$ cat src/rtl/cmplxmul_pipe_pkg.sv
// ---------------------------------------------------------------------------
// cmplxmul_pipe_pkg
//   Shared definitions for the pipelined complex multiplier.
//   - CMPLXMUL_LAT : input-accept edge to output-valid edge distance, in cycles.
//   - conj_e       : per-beat multiply mode carried down the pipeline.
//   Complex values are packed {im, re}, with re in the low half.
// ---------------------------------------------------------------------------
package cmplxmul_pipe_pkg;

  localparam int CMPLXMUL_LAT = 3;

  typedef enum logic {
    CONJ_OFF = 1'b0,  // op1 * op2
    CONJ_ON  = 1'b1   // op1 * conj(op2)
  } conj_e;

endpackage

$ cat src/rtl/cmplxmul_pipe_rndsat.sv
// ---------------------------------------------------------------------------
// cmplx_rndsat
//   Combinational round-half-up, arithmetic right shift and saturation of one
//   signed component.
//   Ports:
//     din  in  IW  full-precision signed value
//     dout out OW  rounded, shifted, saturated value
//     ovf  out 1   1 when dout was clamped to a bound
// ---------------------------------------------------------------------------
module cmplx_rndsat #(
  parameter int IW    = 7,
  parameter int OW    = 6,
  parameter int SHIFT = 0
) (
  input  logic signed [IW-1:0] din,
  output logic signed [OW-1:0] dout,
  output logic                 ovf
);

  // Half an output LSB, added before the shift; zero when nothing is shifted out.
  localparam int                 RND_POS = (SHIFT > 0) ? SHIFT - 1 : 0;
  localparam logic signed [IW:0] RND_V   = (SHIFT > 0) ? ({{IW{1'b0}}, 1'b1} << RND_POS) : '0;
  // Output range expressed at the widened working width.
  localparam logic signed [IW:0] MAX_V   = {{(IW+2-OW){1'b0}}, {(OW-1){1'b1}}};
  localparam logic signed [IW:0] MIN_V   = {{(IW+2-OW){1'b1}}, {(OW-1){1'b0}}};

  logic signed [IW:0] biased;
  logic signed [IW:0] shifted;

  // One extra bit keeps the rounding addend from wrapping the most positive input.
  always_comb begin
    biased  = {din[IW-1], din} + RND_V;
    shifted = biased >>> SHIFT;
    if (shifted > MAX_V) begin
      dout = MAX_V[OW-1:0];
      ovf  = 1'b1;
    end else if (shifted < MIN_V) begin
      dout = MIN_V[OW-1:0];
      ovf  = 1'b1;
    end else begin
      dout = shifted[OW-1:0];
      ovf  = 1'b0;
    end
  end

endmodule

$ cat src/rtl/cmplxmul_pipe.sv
// ---------------------------------------------------------------------------
// cmplxmul_pipe
//   Pipelined, flow-controlled signed complex multiplier (FFT twiddle stage).
//   prod = op1*op2 or op1*conj(op2), rounded/shifted/saturated to OBW bits.
//   Register banks: S1 operands, S2 partial products, S3 full-precision sums,
//   then the output register. All banks share one enable, so a stall freezes
//   the whole pipe and bubbles are carried, not squeezed.
//   Ports:
//     clk, rst        clock (rising), asynchronous active-high reset
//     in_valid/ready  input handshake; in_ready = out_ready | ~out_valid
//     op1, op2        {im, re}, DBW-bit two's complement components
//     conj            1: multiply by conj(op2), sampled with the beat
//     out_valid/ready output handshake
//     prod            {im, re}, OBW-bit two's complement components
//     out_ovf         1 when either component saturated on this beat
// ---------------------------------------------------------------------------
module cmplxmul_pipe
  import cmplxmul_pipe_pkg::*;
#(
  parameter int DBW   = 3,
  parameter int OBW   = 2*DBW,
  parameter int SHIFT = 0
) (
  input  logic             clk,
  input  logic             rst,
  input  logic             in_valid,
  output logic             in_ready,
  input  logic [2*DBW-1:0] op1,
  input  logic [2*DBW-1:0] op2,
  input  logic             conj,
  output logic             out_valid,
  input  logic             out_ready,
  output logic [2*OBW-1:0] prod,
  output logic             out_ovf
);

  localparam int PW = 2*DBW;      // product width
  localparam int SW = 2*DBW + 1;  // sum width; holds 2*(-2^(DBW-1))^2 exactly

  logic en;

  // S1: captured operands
  logic                  s1_vld_q;
  logic signed [DBW-1:0] s1_re1_q, s1_im1_q, s1_re2_q, s1_im2_q;
  conj_e                 s1_conj_q;
  // S2: partial products
  logic                  s2_vld_q;
  logic signed [PW-1:0]  s2_pa_q, s2_pb_q, s2_pc_q, s2_pd_q;
  logic signed [PW-1:0]  s2_pa_d, s2_pb_d, s2_pc_d, s2_pd_d;
  conj_e                 s2_conj_q;
  // S3: full-precision sums
  logic                  s3_vld_q;
  logic signed [SW-1:0]  s3_re_q, s3_im_q;
  logic signed [SW-1:0]  s3_re_d, s3_im_d;
  // Output register
  logic                  out_vld_q;
  logic [2*OBW-1:0]      prod_q, prod_d;
  logic                  ovf_q, ovf_d;

  logic signed [OBW-1:0] rs_re, rs_im;
  logic                  ovf_re, ovf_im;

  // A full output register that is not being drained is the only stall source.
  assign en        = out_ready | ~out_vld_q;
  assign in_ready  = en;
  assign out_valid = out_vld_q;
  assign prod      = prod_q;
  assign out_ovf   = ovf_q;

  // Partial products, sign-extended to product width before multiplying.
  always_comb begin
    s2_pa_d = PW'(s1_re1_q) * PW'(s1_re2_q);
    s2_pb_d = PW'(s1_im1_q) * PW'(s1_im2_q);
    s2_pc_d = PW'(s1_re1_q) * PW'(s1_im2_q);
    s2_pd_d = PW'(s1_im1_q) * PW'(s1_re2_q);
  end

  // Combine products; conjugating op2 flips the sign of its imaginary part.
  always_comb begin
    s3_re_d = '0;
    s3_im_d = '0;
    if (s2_conj_q == CONJ_ON) begin
      s3_re_d = SW'(s2_pa_q) + SW'(s2_pb_q);
      s3_im_d = SW'(s2_pd_q) - SW'(s2_pc_q);
    end else begin
      s3_re_d = SW'(s2_pa_q) - SW'(s2_pb_q);
      s3_im_d = SW'(s2_pc_q) + SW'(s2_pd_q);
    end
  end

  cmplx_rndsat #(.IW(SW), .OW(OBW), .SHIFT(SHIFT)) u_rndsat_re (
    .din  (s3_re_q),
    .dout (rs_re),
    .ovf  (ovf_re)
  );

  cmplx_rndsat #(.IW(SW), .OW(OBW), .SHIFT(SHIFT)) u_rndsat_im (
    .din  (s3_im_q),
    .dout (rs_im),
    .ovf  (ovf_im)
  );

  // Narrowed result packed {im, re}.
  always_comb begin
    prod_d = {rs_im, rs_re};
    ovf_d  = ovf_re | ovf_im;
  end

  // Valid chain; a bubble at the input travels down as valid=0.
  always_ff @(posedge clk or posedge rst) begin
    if (rst) begin
      s1_vld_q  <= 1'b0;
      s2_vld_q  <= 1'b0;
      s3_vld_q  <= 1'b0;
      out_vld_q <= 1'b0;
    end else if (en) begin
      s1_vld_q  <= in_valid;
      s2_vld_q  <= s1_vld_q;
      s3_vld_q  <= s2_vld_q;
      out_vld_q <= s3_vld_q;
    end
  end

  // S1 operand capture.
  always_ff @(posedge clk or posedge rst) begin
    if (rst) begin
      s1_re1_q  <= '0;
      s1_im1_q  <= '0;
      s1_re2_q  <= '0;
      s1_im2_q  <= '0;
      s1_conj_q <= CONJ_OFF;
    end else if (en) begin
      s1_re1_q  <= op1[DBW-1:0];
      s1_im1_q  <= op1[2*DBW-1:DBW];
      s1_re2_q  <= op2[DBW-1:0];
      s1_im2_q  <= op2[2*DBW-1:DBW];
      s1_conj_q <= conj_e'(conj);
    end
  end

  // S2 product registers.
  always_ff @(posedge clk or posedge rst) begin
    if (rst) begin
      s2_pa_q   <= '0;
      s2_pb_q   <= '0;
      s2_pc_q   <= '0;
      s2_pd_q   <= '0;
      s2_conj_q <= CONJ_OFF;
    end else if (en) begin
      s2_pa_q   <= s2_pa_d;
      s2_pb_q   <= s2_pb_d;
      s2_pc_q   <= s2_pc_d;
      s2_pd_q   <= s2_pd_d;
      s2_conj_q <= s1_conj_q;
    end
  end

  // S3 sum registers and output registers.
  always_ff @(posedge clk or posedge rst) begin
    if (rst) begin
      s3_re_q <= '0;
      s3_im_q <= '0;
      prod_q  <= '0;
      ovf_q   <= 1'b0;
    end else if (en) begin
      s3_re_q <= s3_re_d;
      s3_im_q <= s3_im_d;
      prod_q  <= prod_d;
      ovf_q   <= ovf_d;
    end
  end

endmodule

$ cat config.mk
export PLATFORM = sky130hd
export DESIGN_NAME = cmplxmul_pipe
export DESIGN_NICKNAME = d
export VERILOG_FILES = /design/src/rtl/cmplxmul_pipe_pkg.sv /design/src/rtl/cmplxmul_pipe_rndsat.sv /design/src/rtl/cmplxmul_pipe.sv
export SDC_FILE = /design/constraint.sdc
export NUM_CORES = 1
export LEC_CHECK = 0
export BUFFER_PORTS_ARGS = -buffer_cell sky130_fd_sc_hd__buf_2
export CELL_PAD_IN_SITES_DETAIL_PLACEMENT = 1
export CELL_PAD_IN_SITES_GLOBAL_PLACEMENT = 1
export CORE_ASPECT_RATIO = 1.1
export CORE_MARGIN = 2
export CORE_UTILIZATION = 50
export CTS_CLUSTER_DIAMETER = 120
export CTS_CLUSTER_SIZE = 30
export DETAILED_ROUTE_END_ITERATION = 7
export GPL_ROUTABILITY_DRIVEN = 0
export PLACE_DENSITY_LB_ADDON = 0.08
export SKIP_CTS_REPAIR_TIMING = 1
export SLEW_MARGIN = 20
export SYNTH_ARGS = -nofsm -noshare
export SYNTH_HDL_FRONTEND = slang
export SYNTH_HIERARCHICAL = 1
export SYNTH_SLANG_ARGS = --single-unit
$ cat constraint.sdc
create_clock -name clk -period 4.3 [get_ports clk]
set_clock_uncertainty 0.2 [all_clocks]
set_input_delay 0.215 -clock clk [delete_from_list [all_inputs] [get_ports clk]]
set_output_delay 0.215 -clock clk [all_outputs]
set_load 0.1 [all_outputs]
# == After elaboration in Yosys (flattened, before gate mapping) ==
# Index checks and enable logic that the tools add are counted.
# word_totals
out_inout_bits,15
word_cells,43
reg_bits,69
in_bits,17
# op_classes
bitwise,3
n_addsub,4
n_mux,10
order_cmp,4
n_mul,4
# op_table
operator,n
$mul 3x3->6,4
$mux 6,4
$add 6x6->7,2
$gt 7x6->1 const B,2
$lt 7x6->1 const B,2
$mux 7,2
$sub 6x6->7,2
$mux 1,4
$or 1x1->1,2
$not 1->1,1

# == Logic depth before layout (Yosys ltp) ==
# Gate-level depths: netlist of run 1.
# depth
depth_word,4
ltp_mapped,12
depth_no_buf,12

# == Hierarchy ==
# The synthesis of run 1 kept the hierarchy.
# modules_own_cells
mod,seq_area_each_um2,cells_per_inst,area_each_um2,n_inst
cmplxmul_pipe,1726.7,469,4207.8,1
cmplx_rndsat,0.0,9,77.6,2

# == Least setup slack after synthesis of run 1 ==
# OpenSTA, ideal clock, no wires.
# synth_timing
kind,flip-flop to flip-flop
from,reg s1_re2_q[2]
to,reg s2_pa_q[5]
stages_incl_launch_ff,13
setup_time_ps,153
required_ps,3947
synth_period_minus_slack_ps,2871
path_slack_ps,1429
arrival_ps,2518
n_path_buf,0
cell_sequence,dfrtp_1 -> inv_1 -> nor2_1 -> fa_1 -> inv_1 -> fa_1 -> inv_1 -> ha_1 -> inv_1 -> fa_1 -> xor2_1 -> xnor2_1 -> a21oi_1
# synth_via
elab_chain_len,1
# synth_lines
item,line_no,rtl
from (decl),cmplxmul_pipe.sv:44,"logic signed [DBW-1:0] s1_re1_q, s1_im1_q, s1_re2_q, s1_im2_q;"
from (signal assigned),cmplxmul_pipe.sv:135,s1_re2_q <= op2[DBW-1:0];
$mul 3x3->6,cmplxmul_pipe.sv:72,s2_pa_d = PW'(s1_re1_q) * PW'(s1_re2_q);
to (signal assigned),cmplxmul_pipe.sv:150,s2_pa_q <= s2_pa_d;
to (decl),cmplxmul_pipe.sv:48,"logic signed [PW-1:0] s2_pa_q, s2_pb_q, s2_pc_q, s2_pd_q;"
# Every way passes these cells.
# A chain may end at the register's enable or synchronous reset.

# == Final worst setup path of run 1 ==
# Same ends and word-level chain as after synthesis.

==> reports/summary.txt, run 1 <==
initial core utilization - 51.89%
Reg clk slew, reported paths - 0.08 ns
Worst Path Required - 4.28 ns
number of synthesized register bits - 69
Synth Net Count - 557
Fillers - 1,023
Max Slew Vio Count - 0
n_diodes - 0
Cells after Synth - 487
Post-Syn Area - 4363 um2
worst hold path type - register to register
Tcrit/Tclk final - 72.38%
largest family of logic cells by synthesized area - adder cells
mean routed wirelength per cell - 14.17 um
Post-Synth Adder-Cell Area - 20.88%
CTS tree - yes
Area Overhead vs Synth - 12.56%
crit path cell chain - inv_1, nor2_1, fa_1, inv_1, fa_1, inv_1, ha_1, inv_1, fa_1, xor2_1, xnor2_1, a21oi_1
placed cell area - 4602 um2
CTS Sinks - 69
worst rel slew slack - 42.02%
die area - 9490 um2
Final Cell Area - 4911 um2
HPWL after detailed placement - 6.480 mm
share of cells above drive strength 1 - 12.59%
max incr delay on CP - 0.53 ns
endpoints failing setup - 0
Root Driver - clkbuf_8
DR DRC count - 0
Crit Path Class - register to register
Synth top area share - 39.58%
Die X - 93.07 um
post-synthesis cell type count - 36
Startpoint Class - register
Core Region - 8408 um2
Critical-path top delay cell - fa_1
xor/xnor share of the synthesized area - 6.625%
Initial DRC Count - 64
Max Cap Viol - 0
fin nets - 597
most used cell, CP - inv_1
final core area utilization - 58.41%
first-pass GRT wire length - 15.16 mm
FMAX - 321.3 MHz
fin crit period - 3.112 ns
synthesized area per cell - 8.959 um2
H-tree depth - 3
Hold Vio Cnt, Final - 0
initial antenna violation count - 0
number of CTS-inserted buffers - 9
final wirelength - 9.110 mm
Antenna Nets Post-Route - 0
Port Buffers - 31
Arr. time, crit path - 3.10 ns
largest area contributor in the netlist - dfrtp_1
Total Neg Setup Slack - 0 ns
yosys warns - 6
TritonRoute pass-1 iters - 4
hold_ws - 0.2600 ns
Synth Area in Compound Gates - 6.137%
status - finished clean
GRT Util Overall - 20.48%
Via Count - 3,200
worst skew pair latency - 0.34 ns
floorplan row count - 35
largest cells by area after synthesis - dfrtp_1 40%, nand2_1 13%, ha_1 10%
Critical Path End Type - register
die outline height - 102.0 um
Worst Max-Slew Pin Slew - 0.8698 ns
CTS max path bufs - 2
pin count of the biggest net entering global routing - 57
Simple-Gate Fraction of Synth Area - 20.76%
IO Count - 32
sequential-to-total area share from yosys stat - 39.58%
mux cell area share after synthesis - 0.7169%
DR vias/cell - 4.977
GRT overflow - 0
CP max FO - 6
vias in the first global route - 3,202
RSZ-0062 raised after global routing - false
metal layers:
layer,share of wire [%],GRT usage (%),up-vias,wire [um]
met2,53,36.34,33,4808
li1,-,-,1621,-
met1,44,25.70,1541,4015
met3,2.1,3.171,5,188
met5,0,0,-,0
met4,1.1,7.014,0,97
worst max-delay path, delay by kind of cell (launching register included):
kind	cells	cell delay [ns]
XOR/XNOR	2	0.33
flip-flops	1	0.42
AO/OA/AOI/OAI	1	0.09
buffers and inverters	4	0.38
adder cells (fa/ha/maj)	4	1.43
AND/OR/NAND/NOR	1	0.09
sequential cells by signal (all words and copies together), names as in the netlist, 3 cells and up:
register and cells:
prod 12, s1_im1_q 3, s1_im2_q 3, s1_re1_q 3
s1_re2_q 3, s2_pa_q 6, s2_pb_q 6, s2_pc_q 6
s2_pd_q 6, s3_im_q 7, s3_re_q 7
kinds of logic (layout without fill, tap and decap cells):
logic type | Yosys count | count (layout)
adder cells (fa/ha/maj) | 63 | 63
AO/OA/AOI/OAI | 49 | 49
XOR/XNOR | 33 | 33
multiplexers | 3 | 3
buffers and inverters | 59 | 104
flip-flops | 69 | 69
AND/OR/NAND/NOR | 211 | 211
cell type report:
cell class | instances | area (um2) | area share [%]
Sequential cell | 69 | 1727 | 35.16
Timing Repair Buffer | 49 | 327.8 | 6.675
Multi-Input combinational cell | 359 | 2412 | 49.12
Tap cell | 111 | 138.9 | 2.828
Clock buffer | 11 | 131.4 | 2.675
Clock inverter | 5 | 27.53 | 0.5605
Inverter | 39 | 146.4 | 2.981
stage by stage:
step / worst slack, ns / instances
after floorplan: 1.429 / 487
after global routing: 0.9485 / 643
after detailed placement: 1.180 / 612
after CTS: 1.153 / 628
after global placement: 1.320 / 612
final: 1.188 / 643
cell usage after synthesis:
library cell    n
a31o_2          1
nor3b_1         3
a31oi_1         1
and4b_1         2
and2_1         11
mux2_2          1
o211ai_1        1
nor2b_1         2
o21ai_0        16
mux2i_1         2
fa_1           18
maj3_2         10
dfrtp_1        69
nand3_1         6
inv_2           2
or2_0           1
nor2_1         23
ha_1           35
nor4b_2         1
o21bai_1        1
nand2_1       147
xor2_1         14
a21boi_0        1
xnor2_1        19
nor4b_1         1
or2_2           1
a21o_1          4
inv_1          37
a21oi_1        21
nand2b_1        8
buf_1           2
o21ai_1         3
buf_2           8
nand4_1         2
clkbuf_1       10
nor3_1          3
cell usage in the layout, fill, tap and decap left out, types with 4 or more instances in the layout:
cell type	Yosys	final
fa_1	18	18
inv_2	2	4
nor2_1	23	23
a21o_1	4	4
and2_1	11	11
o21ai_0	16	16
buf_2	8	31
ha_1	35	35
clkbuf_8	0	9
maj3_2	10	10
a21oi_1	21	21
nand3_1	6	6
clkinv_2	0	4
xor2_1	14	14
xnor2_1	19	19
nand2_1	147	147
dfrtp_1	69	69
inv_1	37	35
dlygate4sd3_1	0	15
nand2b_1	8	8
worst paths after layout:
kind / from / end / slack [ns] / cells past startpoint
max: s1_re2_q[2] / s2_pa_q[5] / 1.19 / 12
min: prod[0] / prod[0] / 0.26 / 2
max reg2reg: s1_re2_q[2] / s2_pa_q[5] / 1.19 / 12
min reg2reg: prod[0] / prod[0] / 0.26 / 2
max in group asynchronous: rst / s1_re1_q[1] / 2.62 / 4
min in group asynchronous: rst / s3_im_q[5] / 0.33 / 3
Power of run 1 is left out: the tool's default activity adds up to more than one toggle a clock period on the data nets, which glitch-free logic cannot reach.
==> run 2, diff against run 1 <==
--- a/config.mk
+++ b/config.mk
@@ -10,7 +10,7 @@
 export CELL_PAD_IN_SITES_GLOBAL_PLACEMENT = 1
 export CORE_ASPECT_RATIO = 1.1
 export CORE_MARGIN = 2
-export CORE_UTILIZATION = 50
+export CORE_UTILIZATION = 47
 export CTS_CLUSTER_DIAMETER = 120
 export CTS_CLUSTER_SIZE = 30
 export DETAILED_ROUTE_END_ITERATION = 7
==> constraint.sdc (replaced) <==
create_clock -name clk -period 3.1 [get_ports clk]
set_clock_uncertainty 0.2 [all_clocks]
set_input_delay 0.155 -clock clk [delete_from_list [all_inputs] [get_ports clk]]
set_output_delay 0.155 -clock clk [all_outputs]
set_load 0.1 [all_outputs]
==> run 2 against run 1 <==
Effect of this change: non-clock buffer count is 6 higher; global-route usage is 0.45 points higher; sequential share of layout area is 0.80 points lower; first-iteration DRC count is 52% higher; via count is 3.8% higher; wire length is 5.7% higher; hold slack worse by 0.10 ns; clock-buffer cell count is 1 lower; critical path depth stayed put; maximum frequency is 6.2% higher; setup slack worse by 1.0 ns.
==> reports/summary.txt, run 2 (synthesis gave the netlist of run 1 again) <==
Critical Path End Type - register
TritonRoute pass-1 iters - 5
pin count of the biggest net entering global routing - 57
CTS Sinks - 69
DR vias/cell - 5.095
worst rel slew slack - 58.61%
Max Slew Vio Count - 0
fin nets - 603
fin crit period - 2.932 ns
FF-to-FF Start - s1_re2_q[2]
Root Driver - clkbuf_8
Tcrit/Tclk final - 94.57%
Via Count - 3,322
die outline height - 105.1 um
hold path startpoint - out_ready
Fillers - 1,062
endpoints failing setup - 0
Critical-path top delay cell - fa_1
Die X - 95.87 um
initial antenna violation count - 0
GRT overflow - 0
vias in the first global route - 3,495
Port Buffers - 31
setup ws final - 0.1684 ns
Hold Vio Cnt, Final - 0
CTS max path bufs - 2
status - finished clean
CP max FO - 4
IO Count - 32
Area Overhead vs Synth - 15.43%
RSZ-0062 raised after global routing - false
commonest cells after routing, fill and taps aside - 147 x nand2_1, 66 x dfrtp_1, 35 x inv_1, 35 x ha_1, 31 x buf_2
HPWL after detailed placement - 7.115 mm
die area - 10,070 um2
hold_ws - 0.1552 ns
H-tree depth - 3
n_diodes - 0
Crit Path Class - register to register
CTS tree - yes
Total Neg Setup Slack - 0 ns
Critical path origin - s1_re2_q[2]
Initial DRC Count - 97
Final Cell Area - 5036 um2
FMAX - 341.1 MHz
first-pass GRT wire length - 16.28 mm
GRT Util Overall - 20.93%
DR DRC count - 0
Setup WS pre-CTS - 0.1308 ns
Startpoint Class - register
share of cells above drive strength 1 - 14.68%
worst hold path type - primary input to register
number of CTS-inserted buffers - 9
crit path cell chain - inv_1, nor2_1, fa_1, inv_1, fa_1, inv_1, ha_1, inv_1, fa_1, xor2_1, xnor2_1, a21oi_1
Worst Max-Slew Pin Slew - 0.6199 ns
worst skew pair latency - 0.35 ns
initial core utilization - 48.67%
placed cell area - 4651 um2
Max Cap Viol - 0
final wirelength - 9.628 mm
commonest non-fill, non-tap cell in the layout - nand2_1
max incr delay on CP - 0.54 ns
Worst Path Required - 3.13 ns
mean routed wirelength per cell - 14.77 um
most used cell, CP - inv_1
Core Region - 8964 um2
Antenna Nets Post-Route - 0
floorplan row count - 36
Reg clk slew, reported paths - 0.08 ns
max reg flops - 12
Arr. time, crit path - 2.96 ns
[run 2: changes by cell type in the layout (fill, tap and decap cells not counted), moves of 3 or more]
cell      previous run  this run
buf_4                3         9
dfrtp_1             69        66
dfrtp_2              0         3
clkinv_2             4         0
[run 2: path summary, 6_finish.rpt]
kind / end / slack [ns] / cells after the start
setup / recovery: s2_pa_q[5] / 0.17 / 12
hold / removal: out_valid / 0.16 / 4
setup reg to reg: s2_pa_q[5] / 0.17 / 12
hold reg to reg: prod[0] / 0.26 / 2
max in group asynchronous: prod[8] / 1.75 / 4
min in group asynchronous: s3_im_q[5] / 0.23 / 3
[run 2: metal layers]
| metal | vias up | global-route usage (%) | share of wire [%] |
|---|---|---|---|
| li1 | 1638 | - | - |
| met1 | 1608 | 24.60 | 43 |
| met2 | 54 | 37.56 | 53 |
| met3 | 22 | 3.172 | 2.0 |
| met4 | 0 | 7.959 | 2.5 |
| met5 | - | 0 | 0 |
[run 2: metrics by stage]
| stage | cells | utilization (%) |
|---|---|---|
| after floorplan | 487 | - |
| after global placement | 621 | 51.88 |
| after detailed placement | 621 | 51.88 |
| after CTS | 637 | 54.45 |
| after global routing | 652 | 56.18 |
| final | 652 | 56.18 |
[run 2: cell type report]
class                           instances  area [um2]  area share, %
Sequential cell                        69        1730          34.36
Timing Repair Buffer                   55       372.9          7.404
Inverter                               39       146.4          2.907
Clock inverter                          6       92.59          1.839
Multi-Input combinational cell        359        2414          47.93
Tap cell                              114       142.6          2.832
Clock buffer                           10       137.6          2.733
[run 2: critical path: cells and delay by family, from the launching register on]
family	cells	cell delay [ns]
adders and majority gates	4	1.43
xor gates and xnor gates	2	0.31
buffers and inverters	4	0.29
and+or+nand+nor	1	0.06
AOI/OAI and AO/OA	1	0.08
DFF	1	0.45
Power of run 2 is left out for the same reason.
